File: config.mk
export PLATFORM = sky130hd
export DESIGN_NAME = vector_lsu
export DESIGN_NICKNAME = d
export VERILOG_FILES = /design/src/rtl/vector_lsu_pkg.sv /design/src/rtl/vector_lsu.sv
export SDC_FILE = /design/constraint.sdc
export NUM_CORES = 1
export LEC_CHECK = 0
export CAP_MARGIN = 0
export CORE_MARGIN = 2
export CORE_UTILIZATION = 25
export CTS_CLUSTER_DIAMETER = 40
export DETAILED_ROUTE_END_ITERATION = 8
export PLACE_DENSITY = 0.51
export SKIP_CTS_REPAIR_TIMING = 1
export SKIP_LAST_GASP = 1
export SYNTH_ARGS = -nofsm -noshare
export SYNTH_HDL_FRONTEND = slang
export SYNTH_SLANG_ARGS = --single-unit
File: constraint.sdc
create_clock -name clk -period 2.56 [get_ports clk]
set_input_delay 0.384 -clock clk [delete_from_list [all_inputs] [get_ports clk]]
set_output_delay 0.384 -clock clk [all_outputs]
set_load 0.03 [all_outputs]
File: src/rtl/vector_lsu_pkg.sv
// rtl/vector_lsu_pkg.sv - shared core encodings for LSU state and core pipeline stage
package vector_lsu_pkg;

  typedef enum logic [1:0] {
    LSU_IDLE       = 2'b00,
    LSU_REQUESTING = 2'b01,
    LSU_WAITING    = 2'b10,
    LSU_DONE       = 2'b11
  } lsu_state_t;

  localparam logic [2:0] CORE_REQUEST = 3'b011;
  localparam logic [2:0] CORE_UPDATE  = 3'b110;

endpackage

File: src/rtl/vector_lsu.sv
// rtl/vector_lsu.sv - scalar/vector load-store unit, one memory beat per lane
module vector_lsu
  import vector_lsu_pkg::*;
#(
  parameter int DATA_BITS   = 8,
  parameter int Vector_Size = 4,
  parameter int ADDR_BITS   = 8
) (
  input  logic                             clk,
  input  logic                             reset,
  input  logic                             enable,
  input  logic [2:0]                       core_state,
  input  logic                             decoded_mem_read_enable,
  input  logic                             decoded_mem_write_enable,
  input  logic                             decoded_vector_mux,
  input  logic [7:0]                       rs,
  input  logic [DATA_BITS-1:0]             rt,
  input  logic [Vector_Size*DATA_BITS-1:0] v_rt,
  output logic                             mem_read_valid,
  output logic [ADDR_BITS-1:0]             mem_read_address,
  input  logic                             mem_read_ready,
  input  logic [DATA_BITS-1:0]             mem_read_data,
  output logic                             mem_write_valid,
  output logic [ADDR_BITS-1:0]             mem_write_address,
  output logic [DATA_BITS-1:0]             mem_write_data,
  input  logic                             mem_write_ready,
  output logic [1:0]                       lsu_state,
  output logic [DATA_BITS-1:0]             lsu_out,
  output logic [Vector_Size*DATA_BITS-1:0] v_lsu_out
);

  localparam int LW = $clog2(Vector_Size) + 1;

  lsu_state_t    state_q, state_d;
  logic [LW-1:0] lane_q, lane_d, count_q, count_d;
  logic          is_read_q, is_read_d, is_vec_q, is_vec_d;
  logic          ready_hit, last_lane;

  logic                             rvalid_d, wvalid_d;
  logic [ADDR_BITS-1:0]             raddr_d, waddr_d, req_addr;
  logic [DATA_BITS-1:0]             wdata_d, lsu_out_d;
  logic [Vector_Size*DATA_BITS-1:0] v_lsu_out_d;

  // Only the channel chosen at launch can complete the beat.
  assign ready_hit = is_read_q ? mem_read_ready : mem_write_ready;
  assign last_lane = (lane_q == count_q - LW'(1));
  assign req_addr  = ADDR_BITS'(rs) + ADDR_BITS'(lane_q);
  assign lsu_state = state_q;

  always_ff @(posedge clk or posedge reset) begin
    if (reset) begin
      state_q           <= LSU_IDLE;
      lane_q            <= '0;
      count_q           <= '0;
      is_read_q         <= 1'b0;
      is_vec_q          <= 1'b0;
      mem_read_valid    <= 1'b0;
      mem_write_valid   <= 1'b0;
      mem_read_address  <= '0;
      mem_write_address <= '0;
      mem_write_data    <= '0;
      lsu_out           <= '0;
      v_lsu_out         <= '0;
    end else if (enable) begin
      state_q           <= state_d;
      lane_q            <= lane_d;
      count_q           <= count_d;
      is_read_q         <= is_read_d;
      is_vec_q          <= is_vec_d;
      mem_read_valid    <= rvalid_d;
      mem_write_valid   <= wvalid_d;
      mem_read_address  <= raddr_d;
      mem_write_address <= waddr_d;
      mem_write_data    <= wdata_d;
      lsu_out           <= lsu_out_d;
      v_lsu_out         <= v_lsu_out_d;
    end
  end

  always_comb begin
    state_d   = state_q;
    lane_d    = lane_q;
    count_d   = count_q;
    is_read_d = is_read_q;
    is_vec_d  = is_vec_q;
    case (state_q)
      LSU_IDLE: begin
        // A read wins when both enables are set.
        if (core_state == CORE_REQUEST &&
            (decoded_mem_read_enable || decoded_mem_write_enable)) begin
          state_d   = LSU_REQUESTING;
          lane_d    = '0;
          count_d   = decoded_vector_mux ? LW'(Vector_Size) : LW'(1);
          is_read_d = decoded_mem_read_enable;
          is_vec_d  = decoded_vector_mux;
        end
      end
      LSU_REQUESTING: state_d = LSU_WAITING;
      LSU_WAITING: begin
        if (ready_hit) begin
          if (last_lane) begin
            state_d = LSU_DONE;
          end else begin
            state_d = LSU_REQUESTING;
            lane_d  = lane_q + LW'(1);
          end
        end
      end
      LSU_DONE: if (core_state == CORE_UPDATE) state_d = LSU_IDLE;
      default: state_d = LSU_IDLE;
    endcase
  end

  always_comb begin
    rvalid_d    = mem_read_valid;
    wvalid_d    = mem_write_valid;
    raddr_d     = mem_read_address;
    waddr_d     = mem_write_address;
    wdata_d     = mem_write_data;
    lsu_out_d   = lsu_out;
    v_lsu_out_d = v_lsu_out;
    case (state_q)
      LSU_REQUESTING: begin
        if (is_read_q) begin
          rvalid_d = 1'b1;
          raddr_d  = req_addr;
        end else begin
          wvalid_d = 1'b1;
          waddr_d  = req_addr;
          wdata_d  = rt;
          if (is_vec_q) begin
            for (int i = 0; i < Vector_Size; i++)
              if (lane_q == LW'(i)) wdata_d = v_rt[i*DATA_BITS +: DATA_BITS];
          end
        end
      end
      LSU_WAITING: begin
        if (ready_hit) begin
          rvalid_d = 1'b0;
          wvalid_d = 1'b0;
          if (is_read_q) begin
            if (is_vec_q) begin
              for (int i = 0; i < Vector_Size; i++)
                if (lane_q == LW'(i)) v_lsu_out_d[i*DATA_BITS +: DATA_BITS] = mem_read_data;
            end else begin
              lsu_out_d = mem_read_data;
            end
          end
        end
      end
      default: ;
    endcase
  end

endmodule

==> results of run 1 <==
power by group through the flow:
stage / Clock [mW] / Sequential, mW / Combinational [mW]
after floorplan: 0 / 2.36 / 1.19
after global placement: 0 / 1.82 / 2.77
after detailed placement: 0 / 1.83 / 2.79
after CTS: 1.37 / 1.82 / 2.80
after global routing: 1.44 / 1.86 / 2.99
final: 1.33 / 1.81 / 2.76
cell usage in the layout (no fill, tap or decap), types with 3 or more instances in the layout:
| master | count |
|---|---|
| mux2_1 | 4 |
| nor3b_1 | 8 |
| mux2i_1 | 7 |
| o21ai_0 | 28 |
| nand4_1 | 3 |
| a221o_1 | 8 |
| mux2_2 | 42 |
| clkdlybuf4s50_1 | 134 |
| dfrtp_1 | 74 |
| buf_4 | 5 |
| or3b_2 | 6 |
| xnor2_1 | 5 |
| nand2b_1 | 3 |
| inv_1 | 7 |
| clkbuf_16 | 9 |
| a31oi_1 | 8 |
| o22ai_1 | 3 |
| nand2_1 | 29 |
| nand3_4 | 3 |
| a21oi_1 | 17 |
| ha_1 | 8 |
| nor2_1 | 16 |
worst paths after layout:
kind                                startpoint                  end  slack (ps)
setup / recovery                     lane_q[1]        v_lsu_out[31]         400
hold / removal                           reset         lsu_state[0]         410
setup reg to reg                     lane_q[1]        v_lsu_out[31]         400
hold reg to reg            mem_read_address[4]  mem_read_address[4]         480
max in group asynchronous                reset         v_lsu_out[6]        1510
min in group clk           mem_read_address[4]  mem_read_address[4]         480
cell usage after synthesis (all sizes together), types with 2 or more instances:
cell	n	area share [%]
clkbuf	9	0.92
mux2	46	14
o211ai	2	0.41
nand3	4	1.6
nand4	3	0.51
nor3b	8	1.6
o22ai	3	0.51
nor2	17	1.8
xnor2	5	1.2
a31oi	8	1.4
mux2i	7	1.9
inv	8	0.82
nand2	30	3.3
nand2b	3	0.51
and3b	2	0.48
a221o	8	2.2
buf	8	1.2
a21oi	17	2.3
or3b	6	1.4
ha	8	2.7
nand3b	2	0.41
xor2	2	0.48
dfrtp	74	50
o21ai	28	3.8
flip-flops by register name, summed over array words and instances, names as in the netlist:
register / flops
count_q: 2
is_read_q: 1
lane_q: 3
lsu_out: 8
lsu_state: 2
mem_read_address: 8
mem_read_valid: 1
mem_write_address: 8
mem_write_data: 8
mem_write_valid: 1
v_lsu_out: 32
metal layers:
layer / vias to the layer above / track usage [%] / part of all wire (%)
li1: 1422 / - / -
met1: 1467 / 17.53 / 46
met2: 111 / 20.33 / 43
met3: 17 / 5.648 / 8.6
met4: 0 / 6.340 / 2.4
met5: - / 0 / 0
worst max-delay path, stage by stage, from the launching register on:
cell and delay, ps:
dfrtp_1 470, ha_1 210, ha_1 810, nand2_4 210
mux2_2 340
final cells by class:
class,instances,share of cell area [%]
flip-flops and latches,74,33.43
multi-input cells,221,30.90
repair buffers,140,25.25
clock buffers,10,4.314
well taps,184,4.156
clock inverters,6,1.310
inverters,9,0.6325
cell families (layout without fill, tap and decap cells):
kind of cell / count (synthesis) / after routing / share of synthesized area [%]
AND/OR/NAND/NOR: 82 / 82 / 14.14
flip-flops: 74 / 74 / 50.41
multiplexers: 53 / 53 / 16.01
adder cells (fa/ha/maj): 9 / 9 / 3.270
AO/OA/AOI/OAI: 70 / 70 / 11.51
buffers and inverters: 26 / 165 / 2.997
XOR/XNOR: 7 / 7 / 1.669
metrics by stage:
stage	total power [mW]	setup WS, ps	instance area [um2]	util [%]	hold slack (ps)
2_1_floorplan	3.543	294.4	3674	-	476.6
3_3_place_gp	4.592	333.6	5228	36.24	467.6
3_5_place_dp	4.622	328.0	5228	36.24	476.7
4_1_cts	5.990	350.9	5539	38.40	434.5
5_1_grt	6.293	244.3	5539	38.40	462.6
6_report	5.902	400.1	5539	38.40	412.9
==> impl_metrics.toml, run 1 <==
[run_status]
status = "finished clean"

[yosys]
yosys.cell_types.count = 43
postSynth.asyncResetShare_pct = 100.0
synthFlopType = "dfrtp_1"
ys_seq_area_share_pct = 50.41
synth-seq-cells = 74
syn_area_mm2 = 0.003674
synthCells = 321
synth-edff-count = 0
syn_nets = 397
synth_warnings = 0
synth.avg_cell_area_um2 = 11.44

[power]
p_leak_nw = 2.371
power_density_mw_per_mm2 = 1066
swShare_pct = 39.73
p_switching_mw = 2.345
ir_drop_uv = 487.1
clock_power_share_pct = 22.5
p_int_mw = 3.557
pwr-share-comb_pct = 46.8
power_frac_seq_pct = 30.6

[floorplan]
ios = 135
die_h_um = 125.2
die_w_um = 125.2
start_util_pct = 25.47
dieArea_mm2 = 0.01568
coreArea_mm2 = 0.01442
row_count = 44

[setup_path]
crit_arrival_ps = 2380
cp-end-kind = "register"
cp_max_fo = 25
critPathLaunchType = "register"
path_class = "register to register"
critical_path_required_ps = 2780
worst_r2r_path_depth = 4

[grt]
antenna_found_initial = 0
grt_pass1_vias = 3137
grtUsageTotal_pct = 13.74
gr-total-overflow = 0
grt_pass1_wl_um = 16760
grt_max_degree = 48

[clock_tree]
cts_buffers = 9
cts_buffer_depth = 2
h-tree-depth = 3
clk_pin_slew_ps = 60
cts_tree = "done"
clock-sinks = 74
clk_latency_ps = 340
cts_root_buf = "clkbuf_16"

[route]
routed_wl_um = 10620
drc = 0
vias_per_cell = 4.685
drt-pass1-iter-count = 5
routedWlPerCell_um = 16.48
drtAntennaViolNets = 0
drtIter0Drc = 164
vias = 3017

[placement]
dp_hpwl_um = 7615
port_buffers = 134
globalplace.congestion = 0.7492
placed_cells = 628

[layout]
seqCellArea_mm2 = 0.001852
final_nets = 531
drive_gt1_share_pct = 17.17
fillers = 1429
multi_input_area_mm2 = 0.001712
final_cell_count_no_fill = 644
syn_to_final_growth_pct = 50.78
antennaDiodeCount = 0

[sta]
setup_violations = 0
fin_crit_ps = 2160
slew_headroom_pct = 33.65
fin_tns_setup_ps = 0
clock-skew-final_ps = 9.472
rsz0062_at_grt = "no"
period_share_pct = 84.37
final_max_slew_viol_count = 0
fmax_ghz = 0.4630
tightest_slew_ps = 995.3
hold_viol_final = 0

[min_path]
hold_class = "primary input to asynchronous set/reset pin"

[flow_run]
drv_cap = 0
No activity file was read; power rests on OpenSTA's default activity.
==> run 2: changes to the inputs <==
--- a/config.mk
+++ b/config.mk
@@ -10,7 +10,7 @@
 export CORE_UTILIZATION = 25
 export CTS_CLUSTER_DIAMETER = 40
 export DETAILED_ROUTE_END_ITERATION = 8
-export PLACE_DENSITY = 0.51
+export PLACE_DENSITY = 0.53
 export SKIP_CTS_REPAIR_TIMING = 1
 export SKIP_LAST_GASP = 1
 export SYNTH_ARGS = -nofsm -noshare
==> constraint.sdc (replaced) <==
create_clock -name clk -period 1.98 [get_ports clk]
set_input_delay 0.297 -clock clk [delete_from_list [all_inputs] [get_ports clk]]
set_output_delay 0.297 -clock clk [all_outputs]
set_load 0.03 [all_outputs]
==> impl_metrics.toml, run 2 (synthesized netlist as in run 1, its figures left out) <==
[placement]
place_area_mm2 = 0.005396
globalplace.congestion = 0.7636
placed_cells = 645
pre_cts_ws_ps = -84.71
port_buffers = 134
dp_hpwl_um = 7987

[grt]
grt_max_degree = 31
grt_pass1_vias = 3269
gr-total-overflow = 0
antenna_found_initial = 0
grt_pass1_wl_um = 17360
grtUsageTotal_pct = 14.18

[setup_path]
cpMaxStageDelayCell = "clkdlybuf4s50_1"
worst-path-buf-inv = 1
worst_r2r_path_depth = 7
path_class = "register to primary output"
cp_max_fo = 8
rr_endpoint = "mem_read_address[6]"
cp_cell_sequence = "clkdlybuf4s50_1"
crit_arrival_ps = 1530
critical_path_required_ps = 1680
reg2reg_from = "lane_q[0]"
cp.depth = 1
critPathLaunchType = "register"
cp-end-kind = "primary output"
cp_top_family = "buffers and inverters"
max_stage_delay_ps = 720
rrSetupSlack_ps = 150

[sta]
fin_tns_setup_ps = 0
fin_crit_ps = 1826
fmax_ghz = 0.5476
period_share_pct = 92.23
final_max_slew_viol_count = 0
clock-skew-final_ps = 4.926
hold_viol_final = 0
tightest_slew_ps = 449.6
rsz0062_at_grt = "yes"
worst_hold_slack_ps = 313.4
slew_headroom_pct = 69.96
setup_violations = 0
setup_ws_ps = 153.9

[clock_tree]
clk_pin_slew_ps = 60
cts_tree = "done"
cts_root_buf = "clkbuf_16"
clk_latency_ps = 340
h-tree-depth = 3
clock-sinks = 74
cts_buffers = 9
cts_buffer_depth = 2

[layout]
multi_input_area_mm2 = 0.001717
seqCellArea_mm2 = 0.001852
final_nets = 548
syn_to_final_growth_pct = 54.46
fin_util_pct = 39.34
fillers = 1438
drive_gt1_share_pct = 19.92
largest_reg_flops = 32
largest_register = "v_lsu_out"
final_cell_mix = "clkdlybuf4s50_1, dfrtp_1, mux2_2"
final_cell_count_no_fill = 661
final_common_cell = "clkdlybuf4s50_1"
antennaDiodeCount = 0
finalInstanceArea_mm2 = 0.005674

[floorplan]
die_h_um = 125.2
dieArea_mm2 = 0.01568
ios = 135
row_count = 44
die_w_um = 125.2
coreArea_mm2 = 0.01442
start_util_pct = 25.47

[route]
vias_per_cell = 4.661
wl_met1_um = 4415
met3_length_um = 1060
drc = 0
drt-pass1-iter-count = 4
routed_wl_um = 10820
drtIter0Drc = 69
routedWlPerCell_um = 16.36
met2_length_um = 5162
top_layer = "met4"
vias = 3081
drtAntennaViolNets = 0

[flow_run]
drv_cap = 0

[min_path]
hold_class = "primary input to asynchronous set/reset pin"

[power]
finalPower_mw = 7.654
p_leak_nw = 2.450
ir_drop_uv = 552.3
power_density_mw_per_mm2 = 1349

[run_status]
status = "finished clean"
[run 2: cell types whose count changed in the layout (fill, tap and decap cells not counted), sizes merged]
cell      delta
inv          -1
clkinv       -1
clkinvlp     +1
buf         +17
clkbuf       +2
bufinv       -1
[run 2: how the worst max path moves through the flow]
stage                     slack [ps]         start                   to
after floorplan                   80     lane_q[2]    mem_write_data[0]
after global placement           -40         rs[0]  mem_read_address[6]
after detailed placement         -80         rs[0]  mem_read_address[6]
after CTS                         90     lane_q[1]    mem_write_data[0]
after global routing              -9     lane_q[2]    mem_write_data[7]
final                            150  lsu_state[1]         lsu_state[1]
[run 2: area by class of cell]
type	instances	share of cell area (%)
Multi-Input combinational cell	221	30.25
Clock inverter	4	0.4631
Timing Repair Buffer	157	27.56
Inverter	9	0.6836
Clock buffer	12	4.344
Sequential cell	74	32.64
Tap cell	184	4.057
[run 2: worst register-to-register path, stage by stage (launching register included)]
cell,delay [ps]
dfrtp_1,370
buf_4,160
ha_1,200
fa_1,390
a21o_1,190
nand4_1,100
xor2_1,190
o21ai_0,100
[run 2: power breakdown]
| part | internal (mW) | switching, mW | leakage (nW) |
|---|---|---|---|
| clock network | 0.883 | 0.645 | 0.133 |
| logic | 1.74 | 2.12 | 1.36 |
| registers | 1.97 | 0.296 | 0.959 |
[run 2: routing by layer]
layer  up-vias  global-route usage (%)
li1       1446                       -
met1      1498                   16.45
met2       120                   22.76
met3        17                   6.889
met4         0                   5.229
met5         -                       0
==> run 3: changes to the inputs <==
--- a/config.mk
+++ b/config.mk
@@ -10,7 +10,7 @@
 export CORE_UTILIZATION = 25
 export CTS_CLUSTER_DIAMETER = 40
 export DETAILED_ROUTE_END_ITERATION = 8
-export PLACE_DENSITY = 0.53
+export PLACE_DENSITY = 0.51
 export SKIP_CTS_REPAIR_TIMING = 1
 export SKIP_LAST_GASP = 1
 export SYNTH_ARGS = -nofsm -noshare
==> constraint.sdc (replaced) <==
create_clock -name clk -period 2.3 [get_ports clk]
set_input_delay 0.345 -clock clk [delete_from_list [all_inputs] [get_ports clk]]
set_output_delay 0.345 -clock clk [all_outputs]
set_load 0.03 [all_outputs]
==> impl_metrics.toml, run 3 (synthesized netlist as in run 1, its figures left out) <==
[route]
vias = 3006
drc = 0
drtIter0Drc = 158
routed_wl_um = 10740
routedWlPerCell_um = 16.52
drt-pass1-iter-count = 4
drtAntennaViolNets = 0
vias_per_cell = 4.625

[setup_path]
cp_top_family = "simple AND/OR/NAND/NOR gates"
critical_path_required_ps = 2500
critPathLaunchType = "register"
max_stage_delay_ps = 480
cp-end-kind = "register"
cp_cell_sequence = "inv_1, ha_1, or3b_2, o21ai_0, a221o_1, a31oi_1"
cp_max_fo = 11
worst-path-buf-inv = 1
crit_arrival_ps = 2250
path_class = "register to register"
cpMaxStageDelayCell = "or3b_2"

[sta]
clock-skew-final_ps = 9.412
final_max_slew_viol_count = 0
hold_viol_final = 0
fin_crit_ps = 2048
slew_headroom_pct = 67.26
period_share_pct = 89.03
tightest_slew_ps = 490.5
fmax_ghz = 0.4884
setup_violations = 0
fin_tns_setup_ps = 0
rsz0062_at_grt = "no"

[layout]
syn_to_final_growth_pct = 52.66
largest_register = "v_lsu_out"
finalInstanceArea_mm2 = 0.005608
fillers = 1426
final_nets = 537
largest_reg_flops = 32
antennaDiodeCount = 0
final_common_cell = "clkdlybuf4s50_1"
drive_gt1_share_pct = 18.24
fin_util_pct = 38.88
final_cell_mix = "clkdlybuf4s50_1, dfrtp_1, mux2_2"

[power]
ir_drop_uv = 527.4
p_leak_nw = 2.413
power_density_mw_per_mm2 = 1204

[grt]
grt_pass1_vias = 3260
grtUsageTotal_pct = 14.25
grt_pass1_wl_um = 17480
gr-total-overflow = 0
antenna_found_initial = 0
grt_max_degree = 45

[flow_run]
drv_cap = 0

[floorplan]
dieArea_mm2 = 0.01568
die_h_um = 125.2
start_util_pct = 25.47
die_w_um = 125.2
row_count = 44
coreArea_mm2 = 0.01442
ios = 135

[clock_tree]
clk_latency_ps = 340
h-tree-depth = 3
cts_buffer_depth = 2
clk_pin_slew_ps = 60
cts_root_buf = "clkbuf_16"
cts_tree = "done"
clock-sinks = 74
cts_buffers = 9

[run_status]
status = "finished clean"

[placement]
globalplace.congestion = 0.7602
place_area_mm2 = 0.005273
dp_hpwl_um = 7882
port_buffers = 134

[min_path]
hold_class = "primary input to asynchronous set/reset pin"
## run 3: path summary, 6_finish.rpt
check	startpoint	endpoint	slack [ps]	cells past startpoint
setup / recovery	lane_q[0]	mem_write_data[3]	250	6
hold / removal	reset	lane_q[0]	290	2
setup reg to reg	lane_q[0]	mem_write_data[3]	250	6
hold reg to reg	mem_read_address[4]	mem_read_address[4]	490	2
max in group asynchronous	reset	v_lsu_out[22]	1480	3
min in group clk	mem_read_address[4]	mem_read_address[4]	490	2
## run 3: routing by layer
| metal | vias to the layer above | global-route usage [%] | part of all wire [%] |
|---|---|---|---|
| met2 | 109 | 21.96 | 45 |
| met4 | 0 | 5.033 | 1.7 |
| met3 | 13 | 5.520 | 8.1 |
| met1 | 1450 | 18.27 | 45 |
| li1 | 1434 | - | - |
| met5 | - | 0 | 0 |
## run 3: cell type report
class / count / area [um2] / area share, %
repair buffers: 146 / 1444 / 25.75
multi-input cells: 221 / 1712 / 30.52
clock inverters: 6 / 96.34 / 1.718
inverters: 9 / 35.03 / 0.6247
flip-flops and latches: 74 / 1852 / 33.02
well taps: 184 / 230.2 / 4.105
clock buffers: 10 / 239.0 / 4.261
## run 3: where the power goes
part | internal, mW | switching [mW] | leakage (nW)
Clock | 0.993 | 0.591 | 0.161
Sequential | 1.70 | 0.303 | 0.959
Combinational | 1.42 | 1.75 | 1.29
Total | 4.11 | 2.64 | 2.41
## run 3: metrics by stage
step | std cells | hold WS (ps) | power [mW] | worst slack [ps]
final | 650 | 288.2 | 6.754 | 252.4
after global routing | 650 | 305.8 | 7.201 | 81.06
after CTS | 650 | 291.2 | 6.863 | 235.6
after detailed placement | 634 | 479.9 | 5.222 | 75.34
after global placement | 634 | 466.8 | 5.175 | 124.4
after floorplan | 321 | 437.6 | 3.943 | 73.38
